**src/rtl/regfile_param_sb.sv**
```systemverilog
// regfile_param_sb: WIDTH x DEPTH register file with NREAD read ports, clear sweep, busy scoreboard; REGFILE_BYPASS_EN enables write-to-read forwarding
module regfile_param_sb #(
  parameter int WIDTH = 32,
  parameter int DEPTH = 32,
  parameter int NREAD = 2,
  parameter int GP_INDEX = 3,
  parameter logic [WIDTH-1:0] GP_INIT = 'h400
) (
  input  logic                             clk,
  input  logic                             rst,
  input  logic [NREAD*$clog2(DEPTH)-1:0]   rd_addr,
  output logic [NREAD*WIDTH-1:0]           rd_data,
  output logic [NREAD-1:0]                 rs_busy,
  input  logic                             wr_en,
  input  logic [$clog2(DEPTH)-1:0]         wr_addr,
  input  logic [WIDTH-1:0]                 wr_data,
  input  logic                             busy_set,
  input  logic [$clog2(DEPTH)-1:0]         busy_addr,
  output logic                             ready
);
  localparam int AW = $clog2(DEPTH);
  typedef enum logic {CLEAR, READY} state_t;
  state_t state, state_nx;
  logic [AW:0] cnt;
  logic [WIDTH-1:0] regs [DEPTH];
  logic [DEPTH-1:0] busy;
  logic wr_ok, set_ok;
  assign wr_ok = state == READY && wr_en && wr_addr != '0;
  assign set_ok = state == READY && busy_set && busy_addr != '0;
  assign ready = state == READY;
  // sweep ends on the edge that clears the last register
  always_comb begin
    state_nx = (state == CLEAR && cnt == (AW+1)'(DEPTH-1)) ? READY : state;
  end
  // state, sweep counter and busy bits; a same-edge set overrides the write's clear
  always_ff @(posedge clk) begin
    if (rst) begin
      state <= CLEAR;
      cnt <= '0;
      busy <= '0;
    end else begin
      state <= state_nx;
      if (state == CLEAR) cnt <= cnt + 1'b1;
      if (wr_ok) busy[wr_addr] <= 1'b0;
      if (set_ok) busy[busy_addr] <= 1'b1;
    end
  end
  // storage: sweep writes seed/zero, otherwise writeback
  always_ff @(posedge clk) begin
    if (!rst && state == CLEAR) regs[cnt[AW-1:0]] <= (cnt == (AW+1)'(GP_INDEX)) ? GP_INIT : '0;
    else if (!rst && wr_ok) regs[wr_addr] <= wr_data;
  end
  for (genvar i = 0; i < NREAD; i++) begin : g_rd
    logic [AW-1:0] a;
    logic byp;
    assign a = rd_addr[i*AW +: AW];
`ifdef REGFILE_BYPASS_EN
    assign byp = wr_ok && wr_addr == a;
`else
    assign byp = 1'b0;
`endif
    assign rd_data[i*WIDTH +: WIDTH] = (state != READY || a == '0) ? '0 : byp ? wr_data : regs[a];
    assign rs_busy[i] = state == READY && a != '0 && !byp && busy[a];
  end
endmodule

```
**config.mk**
```make
export PLATFORM = sky130hd
export DESIGN_NAME = regfile_param_sb
export DESIGN_NICKNAME = d
export VERILOG_FILES = /design/src/rtl/regfile_param_sb.sv
export SDC_FILE = /design/constraint.sdc
export NUM_CORES = 1
export LEC_CHECK = 0
export CAP_MARGIN = 20
export CORE_MARGIN = 5
export CORE_UTILIZATION = 50
export CTS_CLUSTER_SIZE = 12
export DETAILED_ROUTE_END_ITERATION = 16
export PLACE_DENSITY = 0.69
export SLEW_MARGIN = 30
export SYNTH_ARGS = -nofsm -noshare
export SYNTH_HDL_FRONTEND = slang
export SYNTH_SLANG_ARGS = --single-unit
```
**constraint.sdc**
```tcl
create_clock -name clk -period 10.3 [get_ports clk]
set_input_delay 1.03 -clock clk [delete_from_list [all_inputs] [get_ports clk]]
set_output_delay 1.03 -clock clk [all_outputs]
set_load 0.05 [all_outputs]
```
==> Word-level counts from Yosys, hierarchy flattened <==
Memory sizes are Yosys's and may differ from the RTL's.
Cells that the tools add are included.
{ "totals": {"latchBits": 0, "romBits": 0, "n_memories": 1, "register_bits": 39, "output_inout_bits": 67, "mem_bits_rw": 1024, "word_cells": 62, "inputBits": 56} }
{ "classes": {"reduce_logical": 23, "eq_ne": 2, "muxes": 22, "multipliers": 0, "shifts": 0, "n_div": 0, "order_cmp": 6, "n_bitwise": 4, "add_sub_neg": 1} }
{ "mem_list": {"columns": ["name", "depth", "word_bits", "read_ports", "rd_clocked_by_memory_dff", "write_ports", "line_no", "text"], "rows": [
  ["regs", 32, 32, 2, 0, 1, "25", "logic [WIDTH-1:0] regs [DEPTH];"]
]} }
{ "ops": {"columns": ["cell", "count"], "rows": [
  ["$mux 32", 6],
  ["$and 32x32->32", 1],
  ["$not 32->32", 1],
  ["$or 32x32->32", 1],
  ["$reduce_or 32->1", 1],
  ["$lt 5x6->1 const B", 4],
  ["$reduce_bool 5->1", 4],
  ["$logic_and 1x1->1", 13],
  ["$mux 11", 1],
  ["$bmux 1 s5", 2],
  ["$demux 1 s5", 2],
  ["$ge 5x1->1 const B", 2],
  ["$logic_not 5->1", 2],
  ["$mux 1", 10],
  ["$add 6x1->6 const B", 1],
  ["$eq 6x2->1 const B", 1],
  ["$eq 6x5->1 const B", 1],
  ["$mux 5", 1],
  ["$logic_or 1x1->1", 2],
  ["$logic_not 1->1", 1],
  ["$not 1->1", 1]
]} }

==> Depth between registers and ports, before layout <==
Gate-level depths: netlist (run 1).
{ "depth": {"ltp_word": 10, "depth_mapped": 8, "depth_no_buf": 4} }

==> Least setup slack after synthesis (run 1) <==
OpenSTA, ideal clock, no wires.
{ "synth_timing": {"path_type": "input -> register", "start": "input wr_addr[1]", "end": "memory regs[10][0] (enable)", "required_ns": 9.839, "t_arrival_ns": 4.268, "slack_ns": 5.571, "path_buffers": 1, "setup_ns": 0.461, "cell_stages": 5, "cell_sequence": "buf_2 -> nor3_2 -> a21oi_1 -> o32a_1 -> nor3_1"} }
{ "synth_via": {"elab_chain_cells": 8, "elab_cells_between_ends": 9, "classes_between": "mux (5); reduce/logical (4)"} }
{ "synth_rtl": {"columns": ["item", "line_no", "text"], "rows": [
  ["start: declaration", "15", "input logic [$clog2(DEPTH)-1:0] wr_addr,"],
  ["$reduce_bool 5->1", "28", "assign wr_ok = state == READY && wr_en && wr_addr != '0;"],
  ["$logic_and 1x1->1", "28", null],
  ["$logic_and 1x1->1", "51", "else if (!rst && wr_ok) regs[wr_addr] <= wr_data;"],
  ["$mux 1", "51", null],
  ["$mux 1", "50", "if (!rst && state == CLEAR) regs[cnt[AW-1:0]] <= (cnt == (AW+1)'(GP_INDEX)) ? GP_INIT : '0;"],
  ["$mux 1 (not written as such)", "51", null],
  ["$reduce_or 32->1 (no source line)", null, null],
  ["$mux 5 (no source line) / $mux 1 (equally long branches)", null, null],
  ["end: declaration", "25", null]
]} }
Several ways; a longest one is shown, not always the timed one.

==> Worst setup path in the final report (run 1) <==
{ "layout_timing": {"start": "input rd_addr[1]", "end": "output rd_data[12]"} }
{ "layout_via": {"elab_chain_cells": 3, "elab_cells_between_ends": 4, "classes_between": "mux (1); reduce/logical (2); memory (1)"} }
{ "layout_rtl": {"columns": ["item", "line_no", "text"], "rows": [
  ["start: declaration", "11", "input logic [NREAD*$clog2(DEPTH)-1:0] rd_addr,"],
  ["parallel branches: the longest is 2 deep, another holds $mem_v2 32x32", null, null],
  ["$mux 32 *", "62", "assign rd_data[i*WIDTH +: WIDTH] = (state != READY || a == '0) ? '0 : byp ? wr_data : regs[a];"],
  ["end: declaration", "12", "output logic [NREAD*WIDTH-1:0] rd_data,"]
]} }
Mark *: on every way between the ends.

==> impl_metrics.ini, run 1 <==
[layout]
synthToLayoutAreaGrowth_pct = 11.6
fin_nets = 3286
final_common_cell = edfxtp_1
fin_util_pct = 56.0
nFillCells = 7626
layout-drive-gt1-share_pct = 17.9
layout_common_cells = edfxtp_1, mux2i_1, mux4_2

[logic_synthesis]
synthesis.nets = 3198
syn_inst = 3141
synth_edf_count = 1024
syn-mean-instance-area_sq_um = 16.0
synth.cell_area_sq_mm = 0.0501
async_flop_share_pct = 0
ys_seq_area_share_pct = 62.9
synth_seq_cells = 1063
yosys.cell_types.count = 52
synth_ff_type = edfxtp_1
yosys_warnings = 0

[clocking]
cts_resized = 0
root_buffer = clkbuf_16
tritoncts = yes
insertion_delay_ns = 0.69
cts.clk_slew.worst_paths_ns = 0.06
cts.sinks = 1063
post_cts_hold_buffer_count = 0
numCtsBuffers = 107
post_cts_buffers = 0
clk_path_buf_depth = 3
htree_levels = 3

[timing]
tightestPinTransition_ns = 1.09
timing.fmax_mhz = 159
rsz0062_at_grt = false
period_needed_ns = 6.31
hold_ws_ns = 0.497
worst_clock_skew_ns = 0.0203
finalHoldViolCount = 0
tns_ns = 0
drv_slew = 0
setup-violations-final = 0
slew_headroom_pct = 27.0
fin_crit_sh_pct = 61.2
fin_ws_ns = 3.99

[worst_setup_path]
crit_path_max_fanout = 62
required_ns = 9.27
crit_type = in2out
worst_setup_path_end_kind = primary output
cp-start-kind = input port
worstPathArrival_ns = 5.28

[grt]
overflow = 0
antenna_found_initial = 5
grt_max_degree = 98
grt_pass1_vias = 33300
grt_pass1_wl_mm = 235
grtUsageTotal_pct = 30.3

[power_and_ir_drop]
p_per_area_mw_per_mm2 = 157
finalPower_w = 0.00879
peakVddDrop_v = 0.000143
p_leak_nw = 20.5

[routing]
routed_via_density = 7.15
dr.first_iter.drc_count = 4335
drt-pass1-iter-count = 6
wl_per_cell_microns = 36.0
routed_wl_mm = 166
post-route-drc-count = 0
dr_total_vias = 32800
antenna_left = 0

[floorplanning]
dieArea_sq_mm = 0.107
coreArea_sq_mm = 0.0999
io-pin-count = 123
die_height_microns = 327
die_x_microns = 327
rows = 116
start_util_pct = 50.2

[placed_design]
dp_hpwl_mm = 93.8
place.gp.congestion = 0.886
dp_slack_ns = 4.15
port_buffers = 122

[run_status]
outcome = completed

[flow_run]
drv_cap = 0

[hold_path]
min_path_type = reg2reg
==> state kept, by name (all words and copies together), names as in the netlist <==
| register | flops |
|---|---|
| ready | 1 |
| busy | 32 |
| cnt | 6 |
| regs | 1024 |
==> report_power, final <==
part / switching [W] / internal [W]
registers: 0.0000129 / 0.00470
clock network: 0.00161 / 0.00195
logic: 0.000316 / 0.000201
==> critical path: stages <==
cell and delay, ns:
buf_8 0.44, buf_4 0.91, nor2b_4 0.54, buf_4 0.61, a22oi_1 0.20, nand3_1 0.14
nand4_1 0.34, clkdlybuf4s50_1 0.84
==> final timing paths <==
kind | to | slack, ns | start | cells past startpoint
max reg2reg | regs[1][8] | 6.09 | ready | 7
max | rd_data[12] | 3.99 | rd_addr[1] | 8
min reg2reg | busy[15] | 0.50 | busy[15] | 2
min | busy[15] | 0.50 | busy[15] | 2
==> cell type report <==
type / instances / area, sq um / share of cell area [%]
Sequential cell: 1063 / 31500 / 56.4
Multi-Input combinational cell: 1834 / 17600 / 31.6
Clock buffer: 135 / 2840 / 5.07
Timing Repair Buffer: 220 / 2010 / 3.60
Tap cell: 1298 / 1620 / 2.91
Clock inverter: 41 / 238 / 0.425
Inverter: 3 / 11.3 / 0.0201
Antenna cell: 2 / 5.00 / 0.00895
==> kinds of logic after synthesis <==
family	synth area share (%)
mux	22.4
compound gates	6.18
buf+inv	2.62
fa+ha+maj	0.0250
xor+xnor	0.0874
simple gates	5.73
flops	62.9
==> per-stage QoR <==
step / area [sq um] / std cells
2_1_floorplan: 50100 / 3141
3_3_place_gp: 52700 / 4415
3_5_place_dp: 52800 / 4418
4_1_cts: 55900 / 4594
5_1_grt: 55900 / 4594
6_report: 55900 / 4596
==> synthesized netlist by cell type (all sizes together) (2+ instances only) <==
cell    number  area share [%]
nand3      144             1.4
dfxtp       39             1.6
nor3b        7            0.13
a31oi       28            0.37
nand3b       3           0.045
a22oi      207             3.1
nand2      166             1.2
mux4       262              12
and2        37            0.46
and4b        3           0.060
o21ba        2           0.040
o21ai       33            0.33
a32oi        3           0.052
a21oi      171             1.7
inv          3           0.022
nand2b       3           0.037
nor2        24            0.19
a21o         2           0.030
and3b        3           0.052
and3        43            0.54
nor4bb       2           0.040
edfxtp    1024              61
clkbuf     105            0.79
nand4       68            0.85
a22o        26            0.45
nor2b       11            0.14
buf        136             1.8
mux2i      533              11
nor3        33            0.34
xnor2        4           0.070
nand4b       3           0.052
==> routing by layer <==
| metal | vias up | share of wire, % | GRT usage (%) |
|---|---|---|---|
| li1 | 13000 | - | - |
| met1 | 16800 | 35 | 38.7 |
| met2 | 2508 | 47 | 48.5 |
| met3 | 571 | 11 | 6.89 |
| met4 | 2 | 6.3 | 16.6 |
| met5 | - | 0.012 | 0 |
(Power assumes the default switching activity.)
==> inputs of run 2 (changes only) <==
==> constraint.sdc (replaced) <==
create_clock -name clk -period 5.81 [get_ports clk]
set_input_delay 0.581 -clock clk [delete_from_list [all_inputs] [get_ports clk]]
set_output_delay 0.581 -clock clk [all_outputs]
set_load 0.05 [all_outputs]
==> impl_metrics.ini, run 2 (synthesis gave the netlist of run 1 again) <==
[clocking]
clk_path_buf_depth = 3
post_cts_buffers = 0
insertion_delay_ns = 0.69
root_buffer = clkbuf_16
cts.sinks = 1063
tritoncts = yes
cts.clk_slew.worst_paths_ns = 0.06
numCtsBuffers = 107
cts_resized = 0
post_cts_hold_buffer_count = 0
htree_levels = 3

[routing]
post-route-drc-count = 0
dr.first_iter.drc_count = 4472
routed_wl_mm = 163
dr_total_vias = 32800
routed_via_density = 7.10
wl_per_cell_microns = 35.4
drt-pass1-iter-count = 6
antenna_left = 0

[timing]
rsz0062_at_grt = false
slew_headroom_pct = 24.9
tightestPinTransition_ns = 1.12
timing.fmax_mhz = 213
period_needed_ns = 4.69
worst_clock_skew_ns = 0.0133
finalHoldViolCount = 0
setup-violations-final = 0
fin_crit_sh_pct = 80.7
hold_ws_ns = 0.481
drv_slew = 0
tns_ns = 0

[layout]
stdcell_count = 4614
layout-drive-gt1-share_pct = 18.6
largestRegisters = regs: 1024 flops, busy: 32 flops, cnt: 6 flops
fin_nets = 3310
final_common_cell = edfxtp_1
layout_common_cells = edfxtp_1, mux2i_1, mux4_2
top_register = regs
largest_reg_flops = 1024
synthToLayoutAreaGrowth_pct = 12.5

[grt]
grtUsageMet3_pct = 5.95
top_usage_layer = met2
met2_usage_pct = 49.8
overflow = 0
grt_pass1_vias = 33000
grt_max_degree = 83
grt_pass1_wl_mm = 232
grtUsageTotal_pct = 30.0
antenna_found_initial = 4
use_met1_pct = 37.8

[power_and_ir_drop]
peakVddDrop_v = 0.000285
swShare_pct = 21.9
share_comb_of_total_power_pct = 5.9
clock_power_share_pct = 41.5
power.switching_w = 0.00348
finalPower_w = 0.0159
p_per_area_mw_per_mm2 = 281
p_int_w = 0.0124
seqPwrFrac_pct = 52.6
p_leak_nw = 20.7

[worst_setup_path]
worstReg2RegEnd = regs[15][28]
rr_worst_depth = 6
ff2ff_setup_slack_ns = 2.11
required_ns = 5.23
cp-start-kind = flop
crit_type = reg2out
worstPathArrival_ns = 4.11
crit_path_end = rd_data[39]
worstSetupStartpoint = ready
worst_setup_path_end_kind = primary output
crit_path_max_fanout = 21
r2r_start = ready

[run_status]
outcome = completed

[placed_design]
place.gp.congestion = 0.909
dp_cells = 4441
dp_hpwl_mm = 95.4
port_buffers = 122

[floorplanning]
die_x_microns = 327
io-pin-count = 123
coreArea_sq_mm = 0.0999
start_util_pct = 50.2
rows = 116
die_height_microns = 327
dieArea_sq_mm = 0.107

[hold_path]
min_path_type = reg2reg
holdCritStartpoint = busy[0]

[flow_run]
drv_cap = 0
==> run 2: power groups by stage <==
stage	Sequential, W	Combinational, W	Clock, W
global placement	0.00851	0.000904	0
detailed placement	0.00851	0.000917	0
CTS	0.00835	0.000919	0.00660
global route	0.00835	0.000965	0.00695
floorplan	0.00850	0.000617	0
finish	0.00835	0.000936	0.00658
==> run 2: worst min path at each step <==
stage	end	cells after the start
floorplan	busy[0]	1
global placement	busy[0]	1
detailed placement	busy[0]	1
CTS	busy[0]	1
global route	busy[0]	1
finish	busy[0]	1
==> run 2: area by class of cell <==
cell class	count	area (sq um)
fill	7596	43500
sequential	1063	31500
multi-input combinational	1834	17600
clock buffer	134	2830
timing repair buffer	244	2350
tap	1298	1620
clock inverter	36	398
inverter	3	11.3
antenna	2	5.00
==> run 2: worst max-delay path, stage by stage (launching register included) <==
cell and delay [ns]:
dfxtp_1 0.65, nand3_2 0.68, buf_4 0.53, a21oi_1 0.19, nand3_1 0.12, nand4_1 0.29
clkdlybuf4s50_1 0.88
==> run 2: stage by stage <==
step                setup slack (ns)  utilization (%)  instance area [sq um]
global placement                1.36             53.1                  53100
floorplan                       1.53                -                  50100
CTS                             1.21             56.4                  56300
finish                          1.12             56.5                  56400
detailed placement              1.32             53.2                  53100
global route                    1.03             56.5                  56400
==> run 2: per-layer routing <==
layer / wire length (microns) / share of wire, %
met5: 11 / 0.0067
met2: 78800 / 48
met4: 9870 / 6.0
met3: 18000 / 11
met1: 56700 / 35
